## src/rtl/forney_err_collect_pkg.sv

```systemverilog
//------------------------------------------------------------------------------
// forney_pkg : widths, FIFO entry layout and collector states shared by the
// Forney error collector. Revision: 1.0
//------------------------------------------------------------------------------
`default_nettype none

package forney_pkg;

   localparam int SYM_W = 10;
   localparam int POS_W = 10;
   localparam int T_MAX = 15;
   localparam int CNT_W = 5;

   typedef struct packed {
      logic [POS_W-1:0] pos;
      logic [SYM_W-1:0] val;
      logic             last;
   } err_entry_t;

   typedef enum logic [1:0] {
      IDLE    = 2'd0,
      COLLECT = 2'd1,
      DRAIN   = 2'd2,
      DONE    = 2'd3
   } collect_state_e;

endpackage

`default_nettype wire

```

## src/rtl/forney_err_collect_fifo.sv

```systemverilog
//------------------------------------------------------------------------------
// err_fifo_fwft : first-word-fall-through FIFO; the head entry is visible on
// o_rdata whenever o_valid is high. Revision: 1.0
//------------------------------------------------------------------------------
`default_nettype none

module err_fifo_fwft #(
   parameter int WIDTH = 21,
   parameter int DEPTH = 16
) (
   input  logic                       clk,
   input  logic                       rst,
   input  logic                       i_push,
   input  logic [WIDTH-1:0]           i_wdata,
   input  logic                       i_pop,
   output logic [WIDTH-1:0]           o_rdata,
   output logic                       o_valid,
   output logic                       o_full,
   output logic                       o_empty,
   output logic [$clog2(DEPTH):0]     o_count
);

   localparam int AW = $clog2(DEPTH);

   logic [WIDTH-1:0] r_mem [DEPTH];
   logic [AW-1:0]    r_wr_ptr;
   logic [AW-1:0]    r_rd_ptr;
   logic [AW:0]      r_count;

   logic w_full;
   logic w_empty;
   logic w_do_push;
   logic w_do_pop;

   assign w_full    = (r_count == (AW+1)'(DEPTH));
   assign w_empty   = (r_count == '0);
   assign w_do_pop  = i_pop && !w_empty;
   // A pop frees the slot in the same cycle, so a full FIFO still accepts a push.
   assign w_do_push = i_push && (!w_full || w_do_pop);

   always_ff @(posedge clk) begin
      if (rst) begin
         r_wr_ptr <= '0;
         r_rd_ptr <= '0;
         r_count  <= '0;
      end else begin
         if (w_do_push) begin
            r_wr_ptr <= r_wr_ptr + 1'b1;
         end
         if (w_do_pop) begin
            r_rd_ptr <= r_rd_ptr + 1'b1;
         end
         case ({w_do_push, w_do_pop})
            2'b10:   r_count <= r_count + 1'b1;
            2'b01:   r_count <= r_count - 1'b1;
            default: r_count <= r_count;
         endcase
      end
   end

   always_ff @(posedge clk) begin
      if (w_do_push) begin
         r_mem[r_wr_ptr] <= i_wdata;
      end
   end

   assign o_rdata = r_mem[r_rd_ptr];
   assign o_valid = !w_empty;
   assign o_full  = w_full;
   assign o_empty = w_empty;
   assign o_count = r_count;

endmodule

`default_nettype wire

```

## src/rtl/forney_err_collect.sv

```systemverilog
//------------------------------------------------------------------------------
// forney_err_collect : pulls Forney results lane by lane through an external
// round-robin arbiter, streams them out and checks the per-codeword count.
// Revision: 1.0
//------------------------------------------------------------------------------
`default_nettype none

module forney_err_collect
   import forney_pkg::*;
#(
   parameter int LANES      = 32,
   parameter int FIFO_DEPTH = 16
) (
   input  logic                     clk_i,
   input  logic                     srst,
   input  logic                     cw_start,
   input  logic [CNT_W-1:0]         num_err_exp,
   input  logic                     chien_done,
   input  logic [LANES-1:0]         lane_valid,
   input  logic [LANES*POS_W-1:0]   lane_pos,
   input  logic [LANES*SYM_W-1:0]   lane_val,
   output logic [LANES-1:0]         lane_ack,
   output logic [LANES-1:0]         arb_req,
   output logic                     arb_en,
   input  logic [LANES-1:0]         arb_grant,
   output logic                     out_valid,
   input  logic                     out_ready,
   output logic [POS_W-1:0]         out_pos,
   output logic [SYM_W-1:0]         out_val,
   output logic                     out_last,
   output logic                     cw_done,
   output logic [CNT_W-1:0]         cw_err_cnt,
   output logic                     cw_fail
);

   localparam int FIFO_AW = $clog2(FIFO_DEPTH);

   collect_state_e   r_state;
   logic [CNT_W-1:0] r_exp;
   logic [CNT_W-1:0] r_cnt;
   logic             r_fail;
   logic             r_chien_seen;
   logic             r_cw_done;

   logic             w_any_valid;
   logic             w_any_grant;
   logic             w_chien_seen;
   logic             w_write;
   logic             w_discard;
   logic             w_last;
   logic [CNT_W-1:0] w_cnt_inc;
   logic [POS_W-1:0] w_sel_pos;
   logic [SYM_W-1:0] w_sel_val;
   err_entry_t       w_entry;
   err_entry_t       w_head;
   logic             w_fifo_full;
   logic             w_fifo_empty;
   logic             w_fifo_valid;
   logic [FIFO_AW:0] w_fifo_count;

   assign w_any_valid  = |lane_valid;
   assign w_any_grant  = |arb_grant;
   assign w_chien_seen = r_chien_seen | chien_done;
   assign w_cnt_inc    = r_cnt + 1'b1;
   assign w_last       = (w_cnt_inc == r_exp);

   always_comb begin
      arb_req   = '0;
      arb_en    = 1'b0;
      lane_ack  = '0;
      w_write   = 1'b0;
      w_discard = 1'b0;
      case (r_state)
         COLLECT: begin
            arb_req = lane_valid;
            arb_en  = !w_fifo_full;
            if (!w_fifo_full && w_any_grant) begin
               lane_ack = arb_grant;
               w_write  = 1'b1;
            end
         end
         DRAIN: begin
            arb_req = lane_valid;
            arb_en  = w_any_valid;
            // Results beyond the expected count are popped and dropped.
            if (w_any_valid && w_any_grant) begin
               lane_ack  = arb_grant;
               w_discard = 1'b1;
            end
         end
         default: begin
         end
      endcase
   end

   always_comb begin
      w_sel_pos = '0;
      w_sel_val = '0;
      for (int i = 0; i < LANES; i++) begin
         w_sel_pos = w_sel_pos | (lane_pos[i*POS_W +: POS_W] & {POS_W{arb_grant[i]}});
         w_sel_val = w_sel_val | (lane_val[i*SYM_W +: SYM_W] & {SYM_W{arb_grant[i]}});
      end
   end

   assign w_entry = '{pos: w_sel_pos, val: w_sel_val, last: w_last};

   always_ff @(posedge clk_i) begin
      if (srst) begin
         r_state      <= IDLE;
         r_exp        <= '0;
         r_cnt        <= '0;
         r_fail       <= 1'b0;
         r_chien_seen <= 1'b0;
         r_cw_done    <= 1'b0;
      end else begin
         r_cw_done <= 1'b0;
         if (r_state != IDLE && chien_done) begin
            r_chien_seen <= 1'b1;
         end
         case (r_state)
            IDLE: begin
               if (cw_start) begin
                  r_exp        <= num_err_exp;
                  r_cnt        <= '0;
                  r_fail       <= 1'b0;
                  r_chien_seen <= 1'b0;
                  r_state      <= (num_err_exp == '0) ? DRAIN : COLLECT;
               end
            end
            COLLECT: begin
               if (w_write) begin
                  r_cnt <= w_cnt_inc;
                  if (w_last) begin
                     r_state <= DRAIN;
                  end
               end else if (w_chien_seen && !w_any_valid) begin
                  // Chien search is over and fewer results than expected arrived.
                  r_fail  <= 1'b1;
                  r_state <= DRAIN;
               end
            end
            DRAIN: begin
               if (w_discard) begin
                  r_fail <= 1'b1;
               end
               if (w_fifo_empty && !w_any_valid && w_chien_seen) begin
                  r_state <= DONE;
               end
            end
            DONE: begin
               r_cw_done <= 1'b1;
               r_state   <= IDLE;
            end
            default: r_state <= IDLE;
         endcase
      end
   end

   err_fifo_fwft #(
      .WIDTH ($bits(err_entry_t)),
      .DEPTH (FIFO_DEPTH)
   ) u_fifo (
      .clk     (clk_i),
      .rst     (srst),
      .i_push  (w_write),
      .i_wdata (w_entry),
      .i_pop   (out_ready),
      .o_rdata (w_head),
      .o_valid (w_fifo_valid),
      .o_full  (w_fifo_full),
      .o_empty (w_fifo_empty),
      .o_count (w_fifo_count)
   );

   assign out_valid  = w_fifo_valid;
   assign out_pos    = w_head.pos;
   assign out_val    = w_head.val;
   assign out_last   = w_head.last;
   assign cw_done    = r_cw_done;
   assign cw_err_cnt = r_cnt;
   assign cw_fail    = r_fail;

   a_grant_onehot: assert property (@(posedge clk_i) disable iff (srst)
      arb_en |-> $onehot0(arb_grant));

   a_fifo_bound: assert property (@(posedge clk_i) disable iff (srst)
      w_fifo_count <= (FIFO_AW+1)'(FIFO_DEPTH));

endmodule

`default_nettype wire

```

## config.mk

```make
export PLATFORM = sky130hd
export DESIGN_NAME = forney_err_collect
export DESIGN_NICKNAME = d
export VERILOG_FILES = /design/src/rtl/forney_err_collect_pkg.sv /design/src/rtl/forney_err_collect_fifo.sv /design/src/rtl/forney_err_collect.sv
export SDC_FILE = /design/constraint.sdc
export NUM_CORES = 1
export LEC_CHECK = 0
export ABC_CLOCK_PERIOD_IN_PS = 3450
export CAP_MARGIN = 20
export CORE_AREA = 5 5 316 318
export CTS_CLUSTER_SIZE = 40
export DETAILED_ROUTE_END_ITERATION = 7
export DIE_AREA = 0 0 321 323
export PLACE_DENSITY = 0.49
export RECOVER_POWER = 50
export SETUP_SLACK_MARGIN = 0.15
export SLEW_MARGIN = 15
export SYNTH_ARGS = -nofsm -noshare
export SYNTH_HDL_FRONTEND = slang
export SYNTH_SLANG_ARGS = --single-unit
```

## constraint.sdc

```tcl
create_clock -name clk_i -period 3.45 [get_ports clk_i]
set_input_delay 0.69 -clock clk_i [delete_from_list [all_inputs] [get_ports clk_i]]
set_output_delay 0.69 -clock clk_i [all_outputs]
set_load 0.02 [all_outputs]
```

Word level (Yosys, flattened, before mapping)
Memories as Yosys holds them, arrays and structs flattened. A register that Yosys moved wholly into a read port is not among the register bits.
Index checks and enable logic that the tools add are counted.
- register bits after elaboration: 28
- RAM bits: 336
- output and inout port bits: 94
- logic and storage cells: 216
- memories: 1
- memory list (memory ; depth ; width ; read ports ; clocked after Yosys merged registers in ; wr ports ; RTL line ; source):
    u_fifo.r_mem ; 16 ; 21 ; 1 ; 1 ; 1 ; forney_err_collect_fifo.sv:25 ; logic [WIDTH-1:0] r_mem [DEPTH];
- add/sub/neg operators: 5
- equality and inequality tests: 15
- muxes and demuxes: 33
- bitwise logic cells: 127
- reduce and logical (&&, ||, !) cells: 26
- operator list (cell ; number):
    bitwise AND 10 bit ; 64
    OR 10 bit ; 62
    2-to-1 mux 32 bit ; 3
    one-hot mux 32 bit (2 select lines) ; 1
    OR reduction 32 bit ; 2
    one-hot mux 5 bit (2 select lines) ; 2
    2-to-1 mux 1 bit ; 14
    2-to-1 mux 2 bit ; 6
    adder 5 x 1 -> 5 bit, second input constant ; 2
    logical NOT 5 bit ; 2
    2-to-1 mux 5 bit ; 2
    != test 2 bit, second input constant ; 5
    adder 4 x 1 -> 4 bit, second input constant ; 2
    logical AND 1 bit ; 8
    2-to-1 mux 4 bit ; 2
    one-hot mux 2 bit (4 select lines) ; 1
    equality test 2 bit, second input constant ; 3
    nonzero test 2 bit ; 3
    equality test 5 bit ; 1
    equality test 5 bit, second input constant ; 1
    AND reduction 5 bit ; 1
    subtractor 5 x 1 -> 5 bit, second input constant ; 1
    equality test 2 x 1 -> 1 bit, second input constant ; 2
    AND reduction 4 bit ; 1
    other kinds (13) ; 15

Longest topological paths before layout
- word-level depth: 32
- mapped depth: 15

Modules after synthesis
A second synthesis with hierarchy kept.
- cell total of the unflattened synthesis: 1328
- area total of the unflattened synthesis: 18450.2 um^2
- by module, submodules not included (module ; instances ; cells each ; area each (um^2) ; sequential area each (um^2)):
    err_fifo_fwft ; 1 ; 641 ; 13595.5 ; 10430.0
    forney_err_collect ; 1 ; 687 ; 4854.7 ; 300.3

Worst setup path before layout
OpenSTA, ideal clock, no wires.
- kind: input-to-reg
- start point: in arb_grant[29]
- end point: mem u_fifo.r_mem[2][0], enable pin
- setup time: 0.452 ns
- data arrival time: 3.238 ns
- data required time: 2.998 ns
- setup slack: -0.241 ns
- stages on the path: 6
- path through: nor4_1 -> nand4_1 -> o21ba_4 -> buf_12 -> clkinv_16 -> nor4_1
- longest elaborated chain between the ends: 7
- RTL lines (what ; RTL line ; source):
    start: declaration ; forney_err_collect.sv:25 ; input logic [LANES-1:0] arb_grant,
    OR reduction 32 bit ; forney_err_collect.sv:62 ; assign w_any_grant = |arb_grant;
    logical AND 1 bit ; forney_err_collect.sv:77 ; if (!w_fifo_full && w_any_grant) begin
    2-to-1 mux 1 bit ; forney_err_collect.sv:77 ;
    2-to-1 mux 1 bit ; forney_err_collect.sv:73 ; case (r_state)
    logical AND 1 bit ; forney_err_collect_fifo.sv:39 ; assign w_do_push = i_push && (!w_full || w_do_pop);
    2-to-1 mux 1 bit ; forney_err_collect_fifo.sv:62 ; if (w_do_push) begin
    2-to-1 mux 1 bit (implied by the code) ; forney_err_collect_fifo.sv:63 ; r_mem[r_wr_ptr] <= i_wdata;
    end: declaration ; forney_err_collect_fifo.sv:25 ;
Every way passes these cells.

Worst setup path after layout
- start point: in arb_grant[7]
- end point: mem u_fifo.r_mem[15][3], data pin
- longest elaborated chain between the ends: 26
- RTL lines (what ; RTL line ; source):
    bitwise AND 10 bit ; forney_err_collect.sv:101 ; w_sel_val = w_sel_val | (lane_val[i*SYM_W +: SYM_W] & {SYM_W{arb_grant[i]}});
    OR 10 bit (25 in series) ; forney_err_collect.sv:101 ;
    named net u_fifo.i_wdata[3] ; forney_err_collect_fifo.sv:14 ; input logic [WIDTH-1:0] i_wdata,
The timed path passes the listed nets, and every way through them passes these cells.

==> impl_metrics.yaml <==
outcome:
  status: "finished clean"
place:
  dp_hpwl_um: 117000
  place_inst: 3391
  gp_congestion: 0.981
  port_buffers: 807
  post-place-ws_ns: -0.707
worst_hold_path:
  whs_path_depth: 2
  hold_path.class: "flip-flop to flip-flop"
floorplan:
  core_area_um2: 96300
  die_x_um: 321
  rows: 114
  die_area_um2: 104000
  die_h_um: 323
  initial_utilization: 0.191
  io_pins: 808
detailed_routing:
  drc: 0
  wl_per_cell_um: 41.9
  viasPerCell: 5.24
  first_pass_iters: 5
  drtIter0Drc: 2260
  vias: 18500
  totalWireLength_um: 148000
  ant_nets: 0
global_route:
  grt_pass1_wl_um: 186000
  grt_max_degree: 34
  grt_antenna_before_repair: 82
  grt_pass1_vias: 18400
  gr-total-overflow: 0
  grt_use_total: 0.270
yosys:
  synth_xor_area_frac: 0.00668
  avgSynthCellArea_um2: 14.6
  synthSimpleGateAreaFrac: 0.0886
  synth-edff-count: 336
  synth.top_cells.by_area: "edfxtp_1 55%, mux4_2 13%, a22oi_1 9.8%, dfxtp_1 3.5%, and2_1 2.5%"
  synth-compound-area-share: 0.151
  synth_fa_ha_area_frac: 0.0113
  ys_seq_area_frac: 0.584
  ys_seq_elements: 368
  yosysTopAreaCell: "edfxtp_1"
  synthCells: 1260
  yosys_most_used_dff: "edfxtp_1"
  syn_nets: 1990
  yosysTopAreaCellShare: 0.549
  async_flop_share: 0
  synth_top_family_by_area: "compound AO/OA/AOI/OAI gates"
  muxShareOfSynthArea: 0.132
  ys_warn_count: 0
  ys_types: 53
  synth_area_um2: 18400
finish:
  drive_gt1_frac: 0.196
  final_core_util: 0.319
  stdcell_count: 3521
  area_growth_pct: 67.3
  multi_input_area_um2: 7230
  regArea_um2: 10700
  fillers: 9698
  finalNetCount: 2915
critical_path:
  cp.required_ns: 3.67
  critPathCaptureType: "flip-flop"
  crit_fanout: 16
  ff2ff_path_depth: 8
  startpoint_type: "input pin"
  worst_ep_arrival_time_ns: 3.61
  crit_type: "input pin to flip-flop"
sta:
  setup_ws_ns: 0.0559
  relSlewSlack: 0.168
  fin_crit_ns: 3.39
  fmax_mhz: 295
  final_max_slew_viol_count: 0
  hold_violations: 0
  timing.final.crit_share: 0.984
  setup_violations: 0
  rsz0062_at_grt: "yes"
  skew_ns: 0.0247
  worstMarginPinSlew_ns: 1.25
job:
  cap_violations: 0
clocking:
  clk_path_buf_depth: 3
  clk_transition_reported_paths_ns: 0.07
  cts-hold-fix-buffers: 0
  cts_root_buf: "clkbuf_16"
  cts_sinks: 368
  insertion_delay_ns: 0.56
  cts_tree: "done"
  cts_buffers: 39
  htreeDepth: 2
power:
  p_leak_nw: 11.1
  powerDensity_nw_per_um2: 445
  vdd_ir_drop_max_uv: 317
-- cells in the mapped netlist, drive strengths merged, types with 6 or more instances --
| library cell | count |
|---|---|
| dfxtp | 32 |
| and2 | 73 |
| a221oi | 40 |
| or4 | 21 |
| ha | 15 |
| clkbuf | 80 |
| a22oi | 240 |
| mux4 | 105 |
| edfxtp | 336 |
| xor2 | 8 |
| xnor2 | 6 |
| a22o | 40 |
| nor4 | 20 |
| buf | 21 |
| nand4 | 46 |
| a21oi | 13 |
| nand2 | 12 |
| inv | 16 |
| nand3 | 48 |
| nor2b | 9 |
| nor2 | 32 |
-- timing repair --
item,CTS,global route
resized for setup,268,54
buffers inserted,13,7
pin swaps,12,11
setup endpoints to repair,76,74
cloned,8,2
-- cell type report --
class                   instances  share of cell area
well taps                    1276              0.0520
inverters                      17             0.00253
diodes                         32             0.00261
multi-input cells             774               0.235
clock inverters                22             0.00884
repair buffers                985               0.316
flip-flops and latches        368               0.350
clock buffers                  47              0.0331
-- layer usage --
| metal | vias to the layer above | GRT usage | routed length [µm] |
|---|---|---|---|
| met5 | - | 0 | 218 |
| met4 | 32 | 0.0895 | 5670 |
| met3 | 233 | 0.0652 | 14200 |
| met2 | 1379 | 0.426 | 66700 |
| met1 | 9546 | 0.366 | 60700 |
| li1 | 7267 | - | - |
-- cells in the final DEF, fill, tap and decap left out, drive strengths merged, types with 46 or more instances in the layout --
master         count
nand4             46
clkdlybuf4s50    652
mux4             105
and2              73
clkbuf            86
nand3             48
a22oi            240
edfxtp           336
buf              228
-- through the flow --
step	TNS [ns]	hold slack [ns]	cell area [µm²]	total power, W
floorplan	-20.23	0.448	18400	0.00677
global placement	-24.06	0.461	29000	0.00926
detailed placement	-22.71	0.468	29000	0.00927
CTS	0	0.477	30700	0.0138
global route	0	0.494	30700	0.0141
finish	0	0.477	30700	0.0137
-- cell families (layout without fill, tap and decap cells) --
| kind of cell | after synthesis | count (layout) |
|---|---|---|
| XOR/XNOR | 14 | 14 |
| flip-flops | 368 | 368 |
| AO/OA/AOI/OAI | 354 | 354 |
| buffers and inverters | 118 | 1071 |
| other | 0 | 32 |
| adder cells (fa/ha/maj) | 16 | 16 |
| AND/OR/NAND/NOR | 280 | 280 |
| multiplexers | 110 | 110 |
-- power breakdown --
part	switching (W)	internal [W]
clock	0.00174	0.00250
combinational	0.00234	0.00205
sequential	0.0000853	0.00493
total	0.00417	0.00949
-- state kept, by name, indices dropped and copies added (netlist names), named ones only --
register         cells
r_state              2
u_fifo.r_wr_ptr      4
cw_err_cnt           5
cw_done              1
r_chien_seen         1
u_fifo.r_rd_ptr      4
cw_fail              1
u_fifo.r_mem       336
u_fifo.o_count       5
r_exp                5
-- worst paths after layout --
check | from | end | slack (ns)
setup / recovery | arb_grant[7] | u_fifo.r_mem[15][3]$_DFFE_PP_ | 0.06
hold / removal | r_exp[3]$_SDFFE_PP0P_ | r_exp[3]$_SDFFE_PP0P_ | 0.48
setup reg to reg | r_state[1]$_SDFFE_PP0P_ | u_fifo.r_mem[3][9]$_DFFE_PP_ | 0.24
hold reg to reg | r_exp[3]$_SDFFE_PP0P_ | r_exp[3]$_SDFFE_PP0P_ | 0.48
-- worst max-delay path: stages --
cell      delay [ns]
clkbuf_1        0.10
clkbuf_2        0.50
clkbuf_1        0.59
a22oi_1         0.31
clkbuf_1        0.36
nand4_1         0.14
buf_4           0.18
or4_1           0.42
clkbuf_2        0.29
Power figures use the tool's default switching activity.
